### config.mk
export PLATFORM = sky130hd
export DESIGN_NAME = ecdsa_verify_sequencer
export DESIGN_NICKNAME = d
export VERILOG_FILES = /design/src/rtl/ecdsa_verify_sequencer_pkg.sv /design/src/rtl/ecdsa_verify_sequencer_op.sv /design/src/rtl/ecdsa_verify_sequencer.sv
export SDC_FILE = /design/constraint.sdc
export NUM_CORES = 1
export LEC_CHECK = 0
export BUFFER_PORTS_ARGS = -buffer_cell sky130_fd_sc_hd__buf_2
export CORE_UTILIZATION = 56
export DETAILED_ROUTE_END_ITERATION = 12
export GPL_TIMING_DRIVEN = 1
export PLACE_DENSITY = 0.79
export RECOVER_POWER = 50
export SYNTH_ARGS = -nofsm -noshare
export SYNTH_HDL_FRONTEND = slang
export SYNTH_SLANG_ARGS = --single-unit
### constraint.sdc
create_clock -name clk -period 2.7 [get_ports clk]
set_clock_uncertainty 0.05 [all_clocks]
set_input_delay 0.135 -clock clk [delete_from_list [all_inputs] [get_ports clk]]
set_output_delay 0.135 -clock clk [all_outputs]
set_load 0.05 [all_outputs]
### src/rtl/ecdsa_verify_sequencer_pkg.sv
// Shared types for the ECDSA verification control path.
// verify_state_t : sequencer FSM states.
// mod_op_t       : operation select for the shared mod-n unit.
// Helpers classify FSM states so the top and any checker agree on them.
package elliptic_curve_structs;

    typedef enum logic [1:0] {
        MOD_INV   = 2'd0,
        MOD_MUL_E = 2'd1,
        MOD_MUL_R = 2'd2
    } mod_op_t;

    typedef enum logic [3:0] {
        IDLE = 4'd0,
        HASH = 4'd1,
        INV  = 4'd2,
        MUL1 = 4'd3,
        MUL2 = 4'd4,
        PM1  = 4'd5,
        PM2  = 4'd6,
        PADD = 4'd7,
        CMP  = 4'd8,
        DONE = 4'd9
    } verify_state_t;

    // True for states that wait on a datapath unit's done handshake.
    function automatic logic is_op_state(input verify_state_t s);
        logic r;
        case (s)
            HASH, INV, MUL1, MUL2, PM1, PM2, PADD: r = 1'b1;
            default:                               r = 1'b0;
        endcase
        return r;
    endfunction

    // Successor of an op state once its unit reports done.
    function automatic verify_state_t next_op_state(input verify_state_t s);
        verify_state_t r;
        case (s)
            HASH:    r = INV;
            INV:     r = MUL1;
            MUL1:    r = MUL2;
            MUL2:    r = PM1;
            PM1:     r = PM2;
            PM2:     r = PADD;
            PADD:    r = CMP;
            default: r = IDLE;
        endcase
        return r;
    endfunction

endpackage

### src/rtl/ecdsa_verify_sequencer_op.sv
// ecdsa_op_timer: watchdog for one datapath sub-operation.
// Ports: clk, reset (sync, active-high), clear (restart at 0),
//        enable (count this cycle), expired (count reached TIMEOUT_CYCLES).
module ecdsa_op_timer #(
    parameter int TIMEOUT_CYCLES = 2**20,
    parameter int CNT_W          = $clog2(TIMEOUT_CYCLES + 1)
) (
    input  logic clk,
    input  logic reset,
    input  logic clear,
    input  logic enable,
    output logic expired
);

    logic [CNT_W-1:0] count_r;

    // Cycle counter; saturates at the limit so expired stays asserted.
    always_ff @(posedge clk) begin
        if (reset) begin
            count_r <= {CNT_W{1'b0}};
        end else if (clear) begin
            count_r <= {CNT_W{1'b0}};
        end else if (enable && !expired) begin
            count_r <= count_r + CNT_W'(1);
        end else begin
            count_r <= count_r;
        end
    end

    assign expired = (count_r == CNT_W'(TIMEOUT_CYCLES));

endmodule

### src/rtl/ecdsa_verify_sequencer.sv
// ecdsa_verify_sequencer: control FSM for full ECDSA verification.
// Sequences e=H(m); w=s^-1; u1=e*w; u2=r*w; P1=u1*G; P2=u2*Q; R=P1+P2;
// verdict = R not at infinity and x_R == r.
// Ports: init_verify/range_ok request; start_*/done_* handshakes with the
// hash, mod-n, point-multiply and point-add units; load_* latch strobes;
// mod_op/pmul_sel operand selects; busy, done_verify, sig_valid, timeout_err.
module ecdsa_verify_sequencer
    import elliptic_curve_structs::*;
#(
    parameter int TIMEOUT_CYCLES = 2**20,
    parameter int CNT_W          = $clog2(TIMEOUT_CYCLES + 1)
) (
    input  logic    clk,
    input  logic    reset,
    input  logic    init_verify,
    input  logic    range_ok,
    output logic    start_hash,
    input  logic    done_hash,
    output logic    load_hash,
    output logic    start_mod,
    output mod_op_t mod_op,
    input  logic    done_mod,
    output logic    load_w,
    output logic    load_u1,
    output logic    load_u2,
    output logic    start_pmul,
    output logic    pmul_sel,
    input  logic    done_pmul,
    output logic    load_p1,
    output logic    load_p2,
    output logic    start_padd,
    input  logic    done_padd,
    input  logic    point_inf,
    input  logic    x_eq_r,
    output logic    busy,
    output logic    done_verify,
    output logic    sig_valid,
    output logic    timeout_err
);

    verify_state_t state_r;
    verify_state_t state_s;
    logic          first_r;       // first cycle in the current state
    logic          sig_valid_r;
    logic          timeout_err_r;
    logic          op_done_s;
    logic          expired_s;
    logic          timer_clear_s;

    // Select the done handshake that belongs to the current state.
    always_comb begin
        op_done_s = 1'b0;
        case (state_r)
            HASH:             op_done_s = done_hash;
            INV, MUL1, MUL2:  op_done_s = done_mod;
            PM1, PM2:         op_done_s = done_pmul;
            PADD:             op_done_s = done_padd;
            default:          op_done_s = 1'b0;
        endcase
    end

    // Next-state logic; a done arriving with the timeout wins.
    // A rejected request passes through CMP so every verdict takes at least
    // the compare cycle before DONE.
    always_comb begin
        state_s = state_r;
        case (state_r)
            IDLE: begin
                if (init_verify) begin
                    state_s = range_ok ? HASH : CMP;
                end else begin
                    state_s = IDLE;
                end
            end
            HASH, INV, MUL1, MUL2, PM1, PM2, PADD: begin
                if (op_done_s) begin
                    state_s = next_op_state(state_r);
                end else if (expired_s) begin
                    state_s = DONE;
                end else begin
                    state_s = state_r;
                end
            end
            CMP:     state_s = DONE;
            DONE:    state_s = IDLE;
            default: state_s = IDLE;
        endcase
    end

    assign timer_clear_s = (state_s != state_r);

    ecdsa_op_timer #(
        .TIMEOUT_CYCLES(TIMEOUT_CYCLES),
        .CNT_W         (CNT_W)
    ) u_timer (
        .clk    (clk),
        .reset  (reset),
        .clear  (timer_clear_s),
        .enable (is_op_state(state_r)),
        .expired(expired_s)
    );

    // State register, first-cycle flag and held verdict flags.
    always_ff @(posedge clk) begin
        if (reset) begin
            state_r       <= IDLE;
            first_r       <= 1'b0;
            sig_valid_r   <= 1'b0;
            timeout_err_r <= 1'b0;
        end else begin
            state_r <= state_s;
            first_r <= (state_s != state_r);
            if (state_r == IDLE && init_verify) begin
                sig_valid_r   <= 1'b0;
                timeout_err_r <= 1'b0;
            end else if (state_r == PADD && done_padd) begin
                sig_valid_r   <= !point_inf && x_eq_r;
                timeout_err_r <= timeout_err_r;
            end else if (is_op_state(state_r) && !op_done_s && expired_s) begin
                sig_valid_r   <= 1'b0;
                timeout_err_r <= 1'b1;
            end else begin
                sig_valid_r   <= sig_valid_r;
                timeout_err_r <= timeout_err_r;
            end
        end
    end

    // Operand selects follow the state and rest at their zero encoding.
    always_comb begin
        mod_op   = MOD_INV;
        pmul_sel = 1'b0;
        case (state_r)
            MUL1:    mod_op   = MOD_MUL_E;
            MUL2:    mod_op   = MOD_MUL_R;
            PM2:     pmul_sel = 1'b1;
            default: begin
                mod_op   = MOD_INV;
                pmul_sel = 1'b0;
            end
        endcase
    end

    assign start_hash  = first_r && (state_r == HASH);
    assign start_mod   = first_r && (state_r == INV || state_r == MUL1 || state_r == MUL2);
    assign start_pmul  = first_r && (state_r == PM1 || state_r == PM2);
    assign start_padd  = first_r && (state_r == PADD);

    // Load strobes coincide with the unit's done so the result is latched
    // in the same cycle it is presented.
    assign load_hash   = (state_r == HASH) && done_hash;
    assign load_w      = (state_r == INV)  && done_mod;
    assign load_u1     = (state_r == MUL1) && done_mod;
    assign load_u2     = (state_r == MUL2) && done_mod;
    assign load_p1     = (state_r == PM1)  && done_pmul;
    assign load_p2     = (state_r == PM2)  && done_pmul;

    assign busy        = (state_r != IDLE);
    assign done_verify = (state_r == DONE);
    assign sig_valid   = sig_valid_r;
    assign timeout_err = timeout_err_r;

endmodule

==> out/qor.json <==
{
  "dp_hpwl": {"value": 2.679, "unit": "mm"},
  "fin_crit_sh": {"value": 0.9098},
  "fp.dieArea": {"value": 0.003275, "unit": "mm²"},
  "power_per_cell_area": {"value": 436.7, "unit": "mW/mm²"},
  "global_route.usage.total": {"value": 0.2333},
  "critical_path.max_fanout": {"value": 21},
  "path_clk_slew": {"value": 0.14, "unit": "ns"},
  "grt_overflow": {"value": 0},
  "routed_wire_length_per_instance": {"value": 13.10, "unit": "µm"},
  "postSynthNetCount": {"value": 227},
  "tightestPinTransition": {"value": 0.6797, "unit": "ns"},
  "number_of_h_tree_levels": {"value": 1},
  "hold_viol": {"value": 0},
  "fin_setup_tns": {"value": 0, "unit": "ns"},
  "die_width": {"value": 57.23, "unit": "µm"},
  "worst-endpoint-arrival": {"value": 2.64, "unit": "ns"},
  "cts_made_buffers": {"value": 3},
  "setup-violations-final": {"value": 0},
  "ios": {"value": 27},
  "fillerInstances": {"value": 274},
  "grt_first_pass_wirelength": {"value": 5.982, "unit": "mm"},
  "portBuffers": {"value": 26},
  "grt_setup_unrepaired": {"value": "false"},
  "worst_ep_required_time": {"value": 2.88, "unit": "ns"},
  "post-route-worst-setup-slack": {"value": 0.2434, "unit": "ns"},
  "route.vias.total": {"value": 1565},
  "power_leakage": {"value": 0.6780, "unit": "nW"},
  "layout.cells.most_common": {"value": "dfxtp_1"},
  "avgSynthCellArea": {"value": 7.944, "unit": "µm²"},
  "synth-seq-area-share": {"value": 0.3282},
  "post_route_cells_drive_above_1_share": {"value": 0.1833},
  "min_period": {"value": 2.457, "unit": "ns"},
  "clock_insertion_delay_worst_skew": {"value": 0.32, "unit": "ns"},
  "max_cap_viol_count": {"value": 0},
  "violations": {"value": "design-rule violations"},
  "routed_wirelength": {"value": 3.549, "unit": "mm"},
  "synth.yosys.warnings": {"value": 0},
  "cp-start-kind": {"value": "flop"},
  "yosys.cell_types.count": {"value": 44},
  "status": {"value": "finished with violations"},
  "floorplan.initialDensity": {"value": 0.6037},
  "antennaDiodeCount": {"value": 0},
  "number_of_design_rule_violations_left_after_detail_routing": {"value": 4},
  "worstPathCellList": {"value": "nor2_1, mux2_1, a211oi_2, o21ai_1, o2111ai_2, buf_12, nor2_2"},
  "max-slew-margin-rel": {"value": 0.5463},
  "design.final.nets": {"value": 253},
  "first_iter_violations": {"value": 58},
  "worstSetupPathType": {"value": "flop to flop"},
  "layoutNonFillerInstCount": {"value": 271},
  "post_synth_instance_area": {"value": 0.001708, "unit": "mm²"},
  "worst-r2r-cell-count": {"value": 7},
  "crit_path_top_delay_cell": {"value": "dfxtp_1"},
  "clock_tree.root_cell": {"value": "clkbuf_4"},
  "synthToLayoutAreaGrowth": {"value": 11.28, "unit": "%"},
  "routabilityCongestion": {"value": 0.8635},
  "die_y": {"value": 57.23, "unit": "µm"},
  "fmax": {"value": 407.1, "unit": "MHz"},
  "worst_slack_at_placement": {"value": 0.3684, "unit": "ns"},
  "antenna_violating_nets_post_route": {"value": 0},
  "clock_sinks": {"value": 28},
  "drt_first_pass_iters": {"value": 8},
  "holdCritPathClass": {"value": "input port to flop"},
  "power": {"value": 830.0, "unit": "µW"},
  "critical_path.max_stage_delay": {"value": 0.55, "unit": "ns"},
  "pin_count_of_the_biggest_net_entering_global_routing": {"value": 22},
  "cell_count_after_placement": {"value": 266},
  "placement_rows": {"value": 19},
  "synthesis.instances": {"value": 215},
  "drv_slew": {"value": 0},
  "most-common-layout-cells": {"value": "dfxtp_1 (28), nand2_1 (22), nor2_2 (20)"},
  "core_region_area": {"value": 0.002829, "unit": "mm²"},
  "utilization_of_the_core_after_routing": {"value": 0.6718},
  "min_path_cells": {"value": 3},
  "grt_antenna_before_repair": {"value": 0},
  "grt_pass1_vias": {"value": 1337},
  "vias_per_cell": {"value": 5.775},
  "ys_seq_elements": {"value": 28},
  "vdd_drop_max": {"value": 0.3601, "unit": "mV"},
  "clock_tree.buffer_depth": {"value": 2},
  "tritoncts": {"value": "done"},
  "critPathCaptureType": {"value": "flop"}
}
final timing paths:
check	end	startpoint	slack, ns
worst max-delay path	u_timer.count_r[7]	state_r[1]	0.24
worst min-delay path	timeout_err	init_verify	0.05
worst max register to register	u_timer.count_r[7]	state_r[1]	0.24
worst min register to register	timeout_err	timeout_err	0.44
synthesized netlist by cell type (all sizes together):
library cell,count,area share
a211oi,1,0.0073
a21boi,1,0.0044
a21oi,8,0.023
a222oi,1,0.0059
a31o,1,0.0051
a31oi,2,0.0073
and2,3,0.011
and3,9,0.033
and4,1,0.0051
and4b,1,0.0059
buf,6,0.026
clkbuf,5,0.011
dfxtp,28,0.33
ha,2,0.015
inv,7,0.015
mux2,1,0.0066
mux2i,4,0.023
nand2,22,0.048
nand2b,1,0.0037
nand3,8,0.023
nand4,7,0.026
nor2,39,0.12
nor2b,4,0.015
nor3,12,0.035
nor3b,2,0.0088
nor4,4,0.015
nor4b,3,0.015
o2111ai,1,0.0088
o211a,1,0.0059
o21a,2,0.0088
o21ai,3,0.0088
o31a,1,0.0051
o32ai,1,0.0095
o41ai,1,0.0051
or2,1,0.0037
or3,1,0.0037
xnor2,8,0.041
xor2,12,0.062
power breakdown:
part,internal [mW],switching (mW),leakage (nW)
sequential,0.422,0.0229,0.226
clock,0.0825,0.117,0.0210
combinational,0.0662,0.120,0.431
kinds of logic (layout without fill, tap and decap cells):
kind of cell             Yosys count  after routing  synth area share
multiplexers                       5              5           0.03004
adder cells (fa/ha/maj)            2              2           0.01465
AO/OA/AOI/OAI                     24             24            0.1055
XOR/XNOR                          20             20            0.1026
AND/OR/NAND/NOR                  118            118            0.3670
flip-flops                        28             28            0.3282
buffers and inverters             18             43           0.05202
worst max-delay path: cells and delay by family (launching register included):
family / cells / cell delay, ns
AO/OA/AOI/OAI: 3 / 1.02
buffers and inverters: 1 / 0.22
AND/OR/NAND/NOR: 2 / 0.18
flip-flops: 1 / 0.55
multiplexers: 1 / 0.34
flip-flops by register name, summed over array words and instances, names as in the netlist:
signal,cells
u_timer.count_r,21
timeout_err,1
sig_valid,1
first_r,1
state_r,4
per-stage QoR:
stage | instance area (µm²) | hold slack, ns
2_1_floorplan | 1719 | 0.1570
3_3_place_gp | 1876 | 0.3140
3_5_place_dp | 1876 | 0.3210
4_1_cts | 1922 | 0.03873
5_1_grt | 1901 | 0.04326
6_report | 1901 | 0.05443
cell type report:
class                      instances  area, µm²  share of cell area
timing repair buffer              32      168.9             0.08887
clock buffer                       4      36.28             0.01909
tap                               31      38.79             0.02041
inverter                           7      26.28             0.01382
sequential                        28      560.5              0.2949
multi-input combinational        169       1070              0.5629
repair_timing:
item / CTS / global route
hold endpoints to repair: 3 / 0
gates resized for setup: 0 / 0
hold buffers: 1 / 0
buffers inserted: 0 / 0
metal layers:
| metal | vias up | track usage | part of all wire |
|---|---|---|---|
| met3 | 2 | 0.04762 | 0.044 |
| met2 | 28 | 0.3429 | 0.43 |
| met5 | - | 0 | 0 |
| li1 | 797 | - | - |
| met1 | 738 | 0.3555 | 0.52 |
| met4 | 0 | 0.04181 | 0.0048 |
No activity file was read; power rests on OpenSTA's default activity.
